File: config.mk
export PLATFORM = sky130hd
export DESIGN_NAME = stack_arb_cntrl_flat
export DESIGN_NICKNAME = d
export VERILOG_FILES = /design/src/rtl/stack_arb_cntrl_pkg.sv /design/src/rtl/stack_arb_cntrl_if.sv /design/src/rtl/stack_arb_cntrl_rr_arb.sv /design/src/rtl/stack_arb_cntrl.sv /design/src/flat_wrapper.sv
export SDC_FILE = /design/constraint.sdc
export NUM_CORES = 1
export LEC_CHECK = 0
export BUFFER_PORTS_ARGS = -buffer_cell sky130_fd_sc_hd__buf_2
export CORE_UTILIZATION = 45
export CTS_BUF_LIST = sky130_fd_sc_hd__clkbuf_16
export CTS_CLUSTER_DIAMETER = 120
export DETAILED_ROUTE_END_ITERATION = 16
export PLACE_DENSITY = 0.78
export SLEW_MARGIN = 20
export SYNTH_ARGS = -nofsm -noshare
export SYNTH_HDL_FRONTEND = slang
export SYNTH_SLANG_ARGS = --single-unit
File: constraint.sdc
create_clock -name clk -period 6.05 [get_ports clk]
set_input_delay 1.21 -clock clk [delete_from_list [all_inputs] [get_ports clk]]
set_output_delay 1.21 -clock clk [all_outputs]
set_load 0.01 [all_outputs]
File: src/rtl/stack_arb_cntrl_pkg.sv
// Types and constants shared by the arbitrated LIFO stack controller.
package stack_pkg;

    typedef enum logic {
        OP_PUSH = 1'b0,
        OP_POP  = 1'b1
    } op_t;

    // Two slots cover the one response held in s1 plus the one waiting at the output.
    localparam int RSP_FIFO_DEPTH = 2;

endpackage

File: src/rtl/stack_arb_cntrl_if.sv
// Request, response and SRAM signal bundle for stack_arb_cntrl.
interface stack_arb_cntrl_if #(
    parameter int N = 16,
    parameter int W = 32,
    parameter int R = 4
);
    localparam int ADDR_W = $clog2(N);
    localparam int CNT_W  = $clog2(N + 1);
    localparam int ID_W   = $clog2(R);

    logic [R-1:0]      i_req_vld;
    logic [R-1:0]      i_req_op;
    logic [R*W-1:0]    i_req_dat;
    logic [R-1:0]      o_req_rdy;
    logic              o_rsp_vld;
    logic              i_rsp_rdy;
    logic [ID_W-1:0]   o_rsp_id;
    logic [W-1:0]      o_rsp_dat;
    logic              o_rsp_err;
    logic              o_mem_wen;
    logic              o_mem_ren;
    logic [ADDR_W-1:0] o_mem_addr;
    logic [W-1:0]      o_mem_wdat;
    logic [W-1:0]      i_mem_rdat;
    logic [CNT_W-1:0]  o_cnt;
    logic              o_full;
    logic              o_empty;

    modport slave (
        input  i_req_vld, i_req_op, i_req_dat, i_rsp_rdy, i_mem_rdat,
        output o_req_rdy, o_rsp_vld, o_rsp_id, o_rsp_dat, o_rsp_err,
               o_mem_wen, o_mem_ren, o_mem_addr, o_mem_wdat, o_cnt, o_full, o_empty
    );

    modport master (
        output i_req_vld, i_req_op, i_req_dat, i_rsp_rdy, i_mem_rdat,
        input  o_req_rdy, o_rsp_vld, o_rsp_id, o_rsp_dat, o_rsp_err,
               o_mem_wen, o_mem_ren, o_mem_addr, o_mem_wdat, o_cnt, o_full, o_empty
    );

endinterface

File: src/rtl/stack_arb_cntrl_rr_arb.sv
// Round-robin arbiter: one-hot grant starting the search at ptr; ptr moves past each winner.
module rr_arb #(
    parameter int R = 4
) (
    input  logic         clk,
    input  logic         arst,
    input  logic [R-1:0] req,
    input  logic         grant_en,
    output logic [R-1:0] gnt
);
    localparam int PTR_W = $clog2(R);

    logic [PTR_W-1:0] ptr;
    logic [PTR_W-1:0] ptr_nxt;

    // NOTE: every signal written here gets a default first, so no latch can be inferred.
    always_comb begin
        int   idx;
        logic found;
        gnt     = '0;
        ptr_nxt = ptr;
        found   = 1'b0;
        idx     = 0;
        for (int i = 0; i < R; i++) begin
            idx = int'(ptr) + i;
            if (idx >= R) idx = idx - R;
            if (grant_en && !found && req[idx]) begin
                found    = 1'b1;
                gnt[idx] = 1'b1;
                ptr_nxt  = (idx == R - 1) ? '0 : PTR_W'(idx + 1);
            end
        end
    end

    // NOTE: registers are updated with non-blocking assignments so every flop samples pre-edge values.
    always_ff @(posedge clk or posedge arst) begin
        if (arst) ptr <= '0;
        else      ptr <= ptr_nxt;
    end

endmodule

File: src/rtl/stack_arb_cntrl.sv
// Shares one single-port SRAM LIFO among R requesters: RR grant, SRAM sequencing, stack
// pointer and an in-order, backpressured response channel with a fixed two-cycle latency.
module stack_arb_cntrl
    import stack_pkg::*;
#(
    parameter int N = 16,
    parameter int W = 32,
    parameter int R = 4
) (
    input logic              clk,
    input logic              arst,
    stack_arb_cntrl_if.slave bus
);
    localparam int ADDR_W = $clog2(N);
    localparam int CNT_W  = $clog2(N + 1);
    localparam int ID_W   = $clog2(R);
    localparam int FCNT_W = $clog2(RSP_FIFO_DEPTH + 1);

    typedef struct packed {
        logic [ID_W-1:0] id;
        logic [W-1:0]    dat;
        logic            err;
    } rsp_t;

    logic [R-1:0]      gnt;
    logic              grant_en, granted, rsp_pop;
    logic [ID_W-1:0]   gnt_id;
    op_t               gnt_op;
    logic [W-1:0]      gnt_dat;
    logic              gnt_wr, gnt_rd, gnt_err;
    logic [CNT_W-1:0]  cnt, cnt_nxt;
    logic              full, empty;
    logic              s1_vld, s1_err, s1_rd;
    logic [ID_W-1:0]   s1_id;
    rsp_t              s1_rsp, head;
    rsp_t              fifo_mem [RSP_FIFO_DEPTH];
    logic              wr_ptr, rd_ptr;
    logic [FCNT_W-1:0] fifo_cnt;

    // A grant is allowed only if its response is guaranteed a FIFO slot two cycles later.
    assign rsp_pop  = bus.o_rsp_vld & bus.i_rsp_rdy;
    assign grant_en = ~arst &
        ((fifo_cnt - FCNT_W'(rsp_pop) + FCNT_W'(s1_vld)) < FCNT_W'(RSP_FIFO_DEPTH));

    rr_arb #(.R(R)) u_arb (
        .clk      (clk),
        .arst     (arst),
        .req      (bus.i_req_vld),
        .grant_en (grant_en),
        .gnt      (gnt)
    );

    always_comb begin
        gnt_id = '0;
        for (int i = 0; i < R; i++)
            if (gnt[i]) gnt_id = ID_W'(i);
    end

    assign granted = |gnt;
    assign gnt_op  = op_t'(bus.i_req_op[gnt_id]);
    assign gnt_dat = bus.i_req_dat[gnt_id*W +: W];
    assign gnt_wr  = granted && (gnt_op == OP_PUSH) && !full;
    assign gnt_rd  = granted && (gnt_op == OP_POP) && !empty;
    assign gnt_err = granted && !gnt_wr && !gnt_rd;

    assign bus.o_req_rdy  = gnt;
    assign bus.o_mem_wen  = gnt_wr;
    assign bus.o_mem_ren  = gnt_rd;
    assign bus.o_mem_addr = gnt_rd ? ADDR_W'(cnt - 1'b1) : (gnt_wr ? ADDR_W'(cnt) : '0);
    assign bus.o_mem_wdat = gnt_wr ? gnt_dat : '0;

    always_comb begin
        cnt_nxt = cnt;
        if (gnt_wr)      cnt_nxt = cnt + 1'b1;
        else if (gnt_rd) cnt_nxt = cnt - 1'b1;
    end

    always_ff @(posedge clk or posedge arst) begin
        if (arst) begin
            cnt    <= '0;
            full   <= 1'b0;
            empty  <= 1'b1;
            s1_vld <= 1'b0;
            s1_id  <= '0;
            s1_err <= 1'b0;
            s1_rd  <= 1'b0;
        end else begin
            cnt    <= cnt_nxt;
            full   <= (cnt_nxt == CNT_W'(N));
            empty  <= (cnt_nxt == '0);
            s1_vld <= granted;
            s1_id  <= gnt_id;
            s1_err <= gnt_err;
            s1_rd  <= gnt_rd;
        end
    end

    // SRAM read data is only valid in the cycle after the strobe, which is when s1 holds the op.
    always_comb begin
        s1_rsp.id  = s1_id;
        s1_rsp.dat = s1_rd ? bus.i_mem_rdat : '0;
        s1_rsp.err = s1_err;
    end

    always_ff @(posedge clk or posedge arst) begin
        if (arst) begin
            wr_ptr   <= 1'b0;
            rd_ptr   <= 1'b0;
            fifo_cnt <= '0;
        end else begin
            if (s1_vld)  wr_ptr <= ~wr_ptr;
            if (rsp_pop) rd_ptr <= ~rd_ptr;
            fifo_cnt <= fifo_cnt + FCNT_W'(s1_vld) - FCNT_W'(rsp_pop);
        end
    end

    // NOTE: the FIFO storage is not reset; fifo_cnt gates its visibility, so clearing it buys nothing.
    always_ff @(posedge clk) begin
        if (s1_vld) fifo_mem[wr_ptr] <= s1_rsp;
    end

    assign head          = fifo_mem[rd_ptr];
    assign bus.o_rsp_vld = (fifo_cnt != '0);
    assign bus.o_rsp_id  = head.id;
    assign bus.o_rsp_dat = head.dat;
    assign bus.o_rsp_err = head.err;
    assign bus.o_cnt     = cnt;
    assign bus.o_full    = full;
    assign bus.o_empty   = empty;

endmodule

File: src/flat_wrapper.sv
// flat-port wrapper written by rule: the top's interface ports become plain ports
module stack_arb_cntrl_flat import stack_pkg::*;
#(
    parameter int N = 16,
    parameter int W = 32,
    parameter int R = 4
)
  (clk, arst, bus_i_req_vld, bus_i_req_op, bus_i_req_dat, bus_i_rsp_rdy, bus_i_mem_rdat, bus_o_req_rdy, bus_o_rsp_vld, bus_o_rsp_id, bus_o_rsp_dat, bus_o_rsp_err, bus_o_mem_wen, bus_o_mem_ren, bus_o_mem_addr, bus_o_mem_wdat, bus_o_cnt, bus_o_full, bus_o_empty);
  stack_arb_cntrl_if #(.N(N), .W(W), .R(R)) bus_i ();
  input logic clk;
  input logic arst;
  input wire logic [$bits(bus_i.i_req_vld)-1:0] bus_i_req_vld;
  input wire logic [$bits(bus_i.i_req_op)-1:0] bus_i_req_op;
  input wire logic [$bits(bus_i.i_req_dat)-1:0] bus_i_req_dat;
  input wire logic [$bits(bus_i.i_rsp_rdy)-1:0] bus_i_rsp_rdy;
  input wire logic [$bits(bus_i.i_mem_rdat)-1:0] bus_i_mem_rdat;
  output wire logic [$bits(bus_i.o_req_rdy)-1:0] bus_o_req_rdy;
  output wire logic [$bits(bus_i.o_rsp_vld)-1:0] bus_o_rsp_vld;
  output wire logic [$bits(bus_i.o_rsp_id)-1:0] bus_o_rsp_id;
  output wire logic [$bits(bus_i.o_rsp_dat)-1:0] bus_o_rsp_dat;
  output wire logic [$bits(bus_i.o_rsp_err)-1:0] bus_o_rsp_err;
  output wire logic [$bits(bus_i.o_mem_wen)-1:0] bus_o_mem_wen;
  output wire logic [$bits(bus_i.o_mem_ren)-1:0] bus_o_mem_ren;
  output wire logic [$bits(bus_i.o_mem_addr)-1:0] bus_o_mem_addr;
  output wire logic [$bits(bus_i.o_mem_wdat)-1:0] bus_o_mem_wdat;
  output wire logic [$bits(bus_i.o_cnt)-1:0] bus_o_cnt;
  output wire logic [$bits(bus_i.o_full)-1:0] bus_o_full;
  output wire logic [$bits(bus_i.o_empty)-1:0] bus_o_empty;
  assign bus_i.i_req_vld = bus_i_req_vld;
  assign bus_i.i_req_op = bus_i_req_op;
  assign bus_i.i_req_dat = bus_i_req_dat;
  assign bus_i.i_rsp_rdy = bus_i_rsp_rdy;
  assign bus_i.i_mem_rdat = bus_i_mem_rdat;
  assign bus_o_req_rdy = bus_i.o_req_rdy;
  assign bus_o_rsp_vld = bus_i.o_rsp_vld;
  assign bus_o_rsp_id = bus_i.o_rsp_id;
  assign bus_o_rsp_dat = bus_i.o_rsp_dat;
  assign bus_o_rsp_err = bus_i.o_rsp_err;
  assign bus_o_mem_wen = bus_i.o_mem_wen;
  assign bus_o_mem_ren = bus_i.o_mem_ren;
  assign bus_o_mem_addr = bus_i.o_mem_addr;
  assign bus_o_mem_wdat = bus_i.o_mem_wdat;
  assign bus_o_cnt = bus_i.o_cnt;
  assign bus_o_full = bus_i.o_full;
  assign bus_o_empty = bus_i.o_empty;
  stack_arb_cntrl #(.N(N), .W(W), .R(R)) u_core (.clk(clk), .arst(arst), .bus(bus_i));
endmodule
# Word-level counts from Yosys, hierarchy flattened
# Memory sizes are Yosys's and may differ from the RTL's.
# Index checks and enable logic that the tools add are counted.
dict set report word_totals {
  register_bits 18
  latch_bits 0
  ram_bits 70
  rom_bits 0
  in_bits 171
  out_inout_bits 85
  elab_cells 138
  mem_count 1
}
# name depth word_bits rd rd_clocked_by_memory_dff wr line
set memory_table {}
lappend memory_table {u_core.fifo_mem 2 35 1 0 1 stack_arb_cntrl.sv:36} ;# rsp_t fifo_mem [RSP_FIFO_DEPTH];
dict set report op_classes {
  add_sub_neg 17
  multipliers 0
  div_mod_pow 0
  magnitude_cmp 14
  n_eq_ne 5
  shifts 1
  mux 52
  bitwise 9
  n_reduce_logical 28
}
# op count
set ops {}
lappend ops {{2-to-1 mux 32 bit} 6}
lappend ops {{== test 32 x 3 -> 1 bit (second input constant)} 4}
lappend ops {{greater-or-equal comparator 32 x 1 -> 1 bit (second input constant)} 4}
lappend ops {{< comparator 32 x 4 -> 1 bit (second input constant)} 4}
lappend ops {{variable part select 128 x 8 -> 32 bit} 1}
lappend ops {{2-to-1 mux 4 bit} 6}
lappend ops {{2-to-1 mux 2 bit} 10}
lappend ops {{2-to-1 mux 1 bit} 19}
lappend ops {{logical AND 1 bit} 17}
lappend ops {{bitwise OR 4 bit} 3}
lappend ops {{subtractor 3 x 3 -> 4 bit (second input constant)} 3}
lappend ops {{binary-select mux 1 bit (select 2 bit)} 5}
lappend ops {{2-to-1 mux 5 bit} 2}
lappend ops {{greater-or-equal comparator 3 bit (second input constant)} 3}
lappend ops {{adder 2 bit (second input constant)} 4}
lappend ops {{demux 1 bit (select 2 bit)} 4}
lappend ops {{zero test 1 bit} 7}
lappend ops {{adder 2 x 2 -> 3 bit (second input constant)} 2}
lappend ops {{adder 5 x 1 -> 5 bit (second input constant)} 1}
lappend ops {{== test 5 bit (second input constant)} 1}
lappend ops {{zero test 5 bit} 1}
lappend ops {{subtractor 5 x 1 -> 5 bit (second input constant)} 1}
lappend ops {{adder 2 x 1 -> 2 bit} 2}
lappend ops {{inverter 1 bit} 4}
lappend ops {{10 further kinds} 12}

# Depth between registers and ports, before layout
dict set report logic_depth {
  ltp_word 31
  mapped_depth 18
  depth_no_buf 16
}

# Cells and area by module
# Synthesis repeated with hierarchy kept, for this count alone.
dict set report hier_totals {
  hier_cells 520
  area_unflattened_um2 5445.2
}
# module instances cells_per_inst area_each_um2 seq_area_each_um2
set by_module_without_submodules {}
lappend by_module_without_submodules {stack_arb_cntrl 1 451 4854.7 2503.7}
lappend by_module_without_submodules {rr_arb 1 69 590.6 50.0}

# Least setup slack after synthesis
# OpenSTA, ideal clock, no wires.
dict set report synth_timing {
  kind {input to output}
  startpoint {input bus_i_rsp_rdy}
  endpoint {output bus_o_mem_addr[3]}
  arrival_ns 4.182
  t_required_ns 4.840
  setup_slack_ns 0.658
  cell_stages 13
  path_buffers 2
  path_cell_list {and2_1 ha_1 inv_1 ha_1 xor3_1 nand2b_1 buf_2 a211oi_1 or4b_1 a311o_1 a211o_1 clkbuf_1 o31ai_1}
}
dict set report synth_via {
  elab_chain_cells 29
  word_cells_on_any_way 38
  classes_between {add/sub (2); order compare (1); mux (14); bitwise (6); reduce/logical (15)}
}
# element line
set synth_lines {}
lappend synth_lines {{start, declared} flat_wrapper.sv:15} ;# input wire logic [$bits(bus_i.i_rsp_rdy)-1:0] bus_i_rsp_rdy;
lappend synth_lines {{AND 1 bit *} stack_arb_cntrl.sv:41} ;# assign rsp_pop = bus.o_rsp_vld & bus.i_rsp_rdy;
lappend synth_lines {{subtractor 2 x 1 -> 2 bit *} stack_arb_cntrl.sv:43} ;# ((fifo_cnt - FCNT_W'(rsp_pop) + FCNT_W'(s1_vld)) < FCNT_W'(RSP_FIFO_DEPTH));
lappend synth_lines {{adder 2 x 1 -> 2 bit *} stack_arb_cntrl.sv:43}
lappend synth_lines {{< comparator 2 bit *} stack_arb_cntrl.sv:43}
lappend synth_lines {{AND 1 bit *} stack_arb_cntrl.sv:42} ;# assign grant_en = ~arst &
lappend synth_lines {{logical AND 1 bit} stack_arb_cntrl_rr_arb.sv:27} ;# if (grant_en && !found && req[idx]) begin
lappend synth_lines {{2-to-1 mux 1 bit} stack_arb_cntrl_rr_arb.sv:27}
lappend synth_lines {{zero test 1 bit} stack_arb_cntrl_rr_arb.sv:27}
lappend synth_lines {{(+11 left out)} --}
lappend synth_lines {{2-to-1 mux 1 bit} stack_arb_cntrl.sv:56} ;# if (gnt[i]) gnt_id = ID_W'(i);
lappend synth_lines {{2-to-1 mux 2 bit (2 in a row)} stack_arb_cntrl.sv:56}
lappend synth_lines {{binary-select mux 1 bit (select 2 bit)} stack_arb_cntrl.sv:60} ;# assign gnt_op = op_t'(bus.i_req_op[gnt_id]);
lappend synth_lines {{2-to-1 mux 1 bit (not written as such)} stack_arb_cntrl.sv:60}
lappend synth_lines {{inverter 1 bit} stack_arb_cntrl.sv:62} ;# assign gnt_wr = granted && (gnt_op == OP_PUSH) && !full;
lappend synth_lines {{logical AND 1 bit (2 in a row)} stack_arb_cntrl.sv:62}
lappend synth_lines {{2-to-1 mux 4 bit} stack_arb_cntrl.sv:69} ;# assign bus.o_mem_addr = gnt_rd ? ADDR_W'(cnt - 1'b1) : (gnt_wr ? ADDR_W'(cnt) : '0);
lappend synth_lines {{2-to-1 mux 4 bit *} stack_arb_cntrl.sv:69}
lappend synth_lines {{end, declared} flat_wrapper.sv:24} ;# output wire logic [$bits(bus_i.o_mem_addr)-1:0] bus_o_mem_addr;
# Every way passes the cells marked *; elsewhere a longest branch is shown, timed or not. The select of a mux whose other input is x is not followed.

# Final worst setup path
dict set report layout_timing {
  startpoint {input bus_i_rsp_rdy}
  endpoint {output bus_o_mem_addr[3]}
}
dict set report layout_via {
  elab_chain_cells 29
  word_cells_on_any_way 38
  classes_between {add/sub (2); order compare (1); mux (14); bitwise (6); reduce/logical (15)}
}
# element line
set layout_lines {}
lappend layout_lines {{AND 1 bit *} stack_arb_cntrl.sv:41}
lappend layout_lines {{via u_core.rsp_pop} stack_arb_cntrl.sv:26} ;# logic grant_en, granted, rsp_pop;
lappend layout_lines {{subtractor 2 x 1 -> 2 bit *} stack_arb_cntrl.sv:43}
lappend layout_lines {{adder 2 x 1 -> 2 bit *} stack_arb_cntrl.sv:43}
lappend layout_lines {{< comparator 2 bit *} stack_arb_cntrl.sv:43}
lappend layout_lines {{AND 1 bit *} stack_arb_cntrl.sv:42}
lappend layout_lines {{logical AND 1 bit} stack_arb_cntrl_rr_arb.sv:27}
lappend layout_lines {{2-to-1 mux 1 bit} stack_arb_cntrl_rr_arb.sv:27}
lappend layout_lines {{(+12 left out)} --}
lappend layout_lines {{2-to-1 mux 1 bit} stack_arb_cntrl.sv:56}
lappend layout_lines {{2-to-1 mux 2 bit (2 in a row)} stack_arb_cntrl.sv:56}
lappend layout_lines {{binary-select mux 1 bit (select 2 bit)} stack_arb_cntrl.sv:60}
lappend layout_lines {{2-to-1 mux 1 bit (not written as such)} stack_arb_cntrl.sv:60}
lappend layout_lines {{inverter 1 bit} stack_arb_cntrl.sv:62}
lappend layout_lines {{logical AND 1 bit (2 in a row)} stack_arb_cntrl.sv:62}
lappend layout_lines {{2-to-1 mux 4 bit} stack_arb_cntrl.sv:69}
lappend layout_lines {{2-to-1 mux 4 bit *} stack_arb_cntrl.sv:69}
# Mark *: on every way through the listed nets, which the timed path passes. The rest lies on a longest branch. The select of a mux whose other input is x is not followed.

==> results by group <==
Routing
  – Via count of the routed design: 4960
  – Detailed-router iteration count before antenna repair: 5
  – Number of nets with antenna violations after detailed routing: 0
  – WL/cell: 16.8 um
  – Post-detailed-route via-to-cell ratio: 5.44
  – Sum of routed wire length over all layers: 15300 um
  – Detailed Route Iter0 Violations: 343
  – Drc violations: 0

Finish
  – Share of layout cells above drive strength 1: 43.9%
  – Net count, final: 942
  – Layout overhead on the synthesized area: 33.1%
  – Area of all sequential standard cells: 2550 um^2
  – Fillers: 954
  – Fin area: 6980 um^2
  – Post-route insts no fill: 912
  – Multi-input combinational cell area: 2470 um^2

Placed design
  – Global placement routability congestion: 0.939
  – Placed wire-length estimate: 11600 um
  – Standard cell area after detailed placement: 6650 um^2
  – Quantity of I/O buffers inserted on ports: 255
  – Placed Cells incl. Taps: 892

Clocking
  – Number of buffers between clock root and the deepest sink: 2
  – Clock Latency Late Sink: 330 ps
  – Total of hold buffers inserted after clock tree synthesis: 0
  – Clock sink count: 88
  – Clock buffers created by TritonCTS: 9
  – TritonCTS clock tree: built
  – H-tree depth: 3
  – Clock slew at reported path FFs: 60 ps
  – CTS Root Buffer Type: clkbuf_16

Power
  – Worst VDD drop: 0.000300 V
  – Clock share of power: 14.5%
  – Areal power density over the cells: 557 nW/um^2
  – Cell leakage power: 3.20 nW
  – Combinational fraction of design power: 60.9%
  – NetSw: 1.72 mW
  – Total internal power: 2.17 mW
  – Sequential share of power: 24.6%
  – Overall Power: 3.89 mW
  – Switching portion of total power: 44.2%

Setup path
  – Depth of the worst register-to-register path: 15
  – Class of the most critical setup path: primary input to output pin
  – Critical Path AT: 4490 ps
  – Highest fanout seen on the critical path: 13
  – Endpoint type of the worst setup path: output pin
  – Startpoint of the worst register-to-register path: u_core.u_arb.ptr[1]$_DFFE_PP0P_
  – Startpoint type of the worst setup path: primary input
  – Required time at the endpoint of the critical path: 4840 ps
  – Worst setup slack for register-to-register paths: 1730 ps
  – Reg-to-reg endpoint: u_core.bus.o_full$_DFF_PP0_

Timing
  – Part of the cycle the worst path needs: 94.3%
  – Tightest slew margin relative to the limit: 32.8%
  – Number of failing setup endpoints in the final timing report: 0
  – RSZ-0062 raised after global routing: false
  – Max Clock Freq: 175 MHz
  – Clock period minus worst slack: 5700 ps
  – Final hold vios: 0
  – Maximum clock skew at final layout: 5.19 ps
  – Sum Neg Setup Slack: 0 ps
  – Measured slew at the worst slew-check pin: 1010 ps
  – Final slew viol count: 0

Yosys
  – Synth Warn #: 0
  – Post-synthesis cell area: 5250 um^2
  – Syn Area/Cell: 10.1 um^2
  – Sequential element share of the synthesized area: 48.7%
  – Post-synth cell types: 58
  – Post-synth top flop: edfxtp_1
  – Proportion of synthesized area in mux cells: 10.2%
  – Flops & latches, synth: 88
  – Number of synthesized flops with an enable pin: 70
  – Net Count, Synth: 701
  – Synth area leaders: edfxtp_1 (40%), mux2_2 (8.2%), dfrtp_1 (8.1%), o21ai_0 (6.9%), and2_1 (4.5%)
  – Main combinational cell family by area after synthesis: compound AO/OA/AOI/OAI gates
  – Gate count of the mapped netlist: 519
  – Complex-gate fraction of the synthesized area: 16.4%
  – Post-synth top area cell: edfxtp_1
  – Synth Area in XOR/XNOR: 1.60%
  – Synthesized-area fraction occupied by and/or/nand/nor cells: 16.1%
  – Share of the synthesized area in the top cell type: 40.1%
  – Share of flip-flops with an asynchronous set or reset: 20.5%
  – Area share of fa/ha/maj cells after synthesis: 2.62%

Hold path
  – Worst hold path class: flop to flop
  – Origin of the worst min-delay path: u_core.s1_id[1]$_DFF_PP0_
  – Endpoint of the worst hold path: u_core.fifo_mem[1][34]$_DFFE_PP_
  – WHS Path Cells: 0

GRT
  – Via count of the first global-routing pass: 4595
  – Wire length of the first global-routing pass: 22300 um
  – Largest net degree at the start of global routing: 68
  – Total gr overflow: 0
  – Antenna violations before repair: 3
  – Overall fraction of global-route tracks in use: 24.3%

Floorplanning
  – Initial core utilization: 46.1%
  – IO Pins: 256
  – Row Count: 39
  – Y dimension of the die: 110 um
  – Die width: 110 um
  – Core footprint: 11400 um^2
  – Overall die area: 12100 um^2

Flow run
  – Count of max-cap constraint violations: 0

Status
  – Run status: complete, no violations
-- cell type report --
class	instances	area share, %
flip-flops and latches	88	36.6
multi-input cells	373	35.5
repair buffers	268	19.7
clock buffers	9	3.23
well taps	143	2.56
clock inverters	7	1.22
inverters	20	1.08
diodes	4	0.143
-- flip-flops by register name, indices dropped and copies added, names as in the netlist, 2 cells and up --
name / count
u_core.bus.o_cnt: 5
u_core.u_arb.ptr: 2
u_core.fifo_mem: 70
u_core.s1_id: 2
u_core.fifo_cnt: 2
-- cell usage in the layout (no fill, tap or decap), types with 3 or more instances in the layout --
cell	count
mux2_2	38
nor2_1	39
diode_2	4
clkbuf_16	9
ha_1	11
mux4_2	3
mux2i_1	4
a21oi_1	14
and2_1	38
o21ai_0	72
o22ai_1	34
edfxtp_1	70
xor2_1	3
buf_4	12
inv_1	20
nor3_1	6
nand2_1	48
nor3b_1	4
nand3_1	3
nor2b_1	6
buf_2	255
dfrtp_1	17
-- critical path, cell delays in order --
cell	delay, ps
buf_2	90
and2_1	150
ha_1	280
inv_1	40
ha_1	170
xor3_1	250
nand2b_2	260
a211oi_1	100
or4b_1	550
a311o_1	430
a211o_1	430
o21ai_0	210
nand2_1	70
o31ai_1	80
buf_2	170
-- what timing repair did --
item	CTS	global route
hold endpoints to repair	0	0
setup endpoints to repair	0	5
setup buffers	0	0
resized for setup	0	2
-- through the flow --
step | setup WS, ps | utilization [%] | hold WS (ps)
3_3_place_gp | 301 | 58.5 | 423
6_report | 346 | 61.4 | 452
3_5_place_dp | 203 | 58.5 | 440
4_1_cts | 218 | 61.3 | 454
5_1_grt | 62.9 | 61.4 | 469
2_1_floorplan | 658 | - | 420
-- synthesized netlist by cell type (all sizes together) (4+ instances only) --
cell     n
nor3     8
ha      11
o21ai   72
o22ai   34
mux2i    4
inv     20
nand2   48
a21oi   14
nor3b    4
nor2b    6
clkbuf  23
mux2    38
nor2    40
edfxtp  70
and2    38
buf     15
dfrtp   17
-- kinds of logic after synthesis --
logic type,after synthesis
simple gates,166
compound gates,144
flops,88
buf+inv,58
mux,45
fa+ha+maj,11
xor+xnor,7
-- routing by layer --
layer | vias to the layer above | GRT usage, % | share of wire (%)
met5 | - | 0 | 0
met4 | 0 | 13.2 | 3.4
met3 | 29 | 4.64 | 7.0
met2 | 215 | 42.6 | 52
met1 | 2330 | 28.0 | 38
li1 | 2386 | - | -
-- power by group through the flow --
stage | Sequential, mW | Clock, mW | Combinational (mW)
2_1_floorplan | 0.928 | 0 | 1.61
3_3_place_gp | 0.958 | 0 | 2.31
3_5_place_dp | 0.967 | 0 | 2.35
4_1_cts | 0.956 | 0.577 | 2.36
5_1_grt | 0.976 | 0.600 | 2.62
6_report | 0.956 | 0.565 | 2.36
-- worst max path at each step --
stage	from	endpoint	slack [ps]	cells past startpoint
2_1_floorplan	bus_i_rsp_rdy	bus_o_mem_addr[3]	660	13
3_3_place_gp	bus_i_rsp_rdy	bus_o_mem_addr[3]	300	15
3_5_place_dp	bus_i_rsp_rdy	bus_o_mem_addr[3]	200	15
4_1_cts	bus_i_rsp_rdy	bus_o_mem_addr[3]	220	15
5_1_grt	bus_i_rsp_rdy	bus_o_mem_wdat[19]	60	16
6_report	bus_i_rsp_rdy	bus_o_mem_addr[3]	350	15
Power figures use the tool's default switching activity.
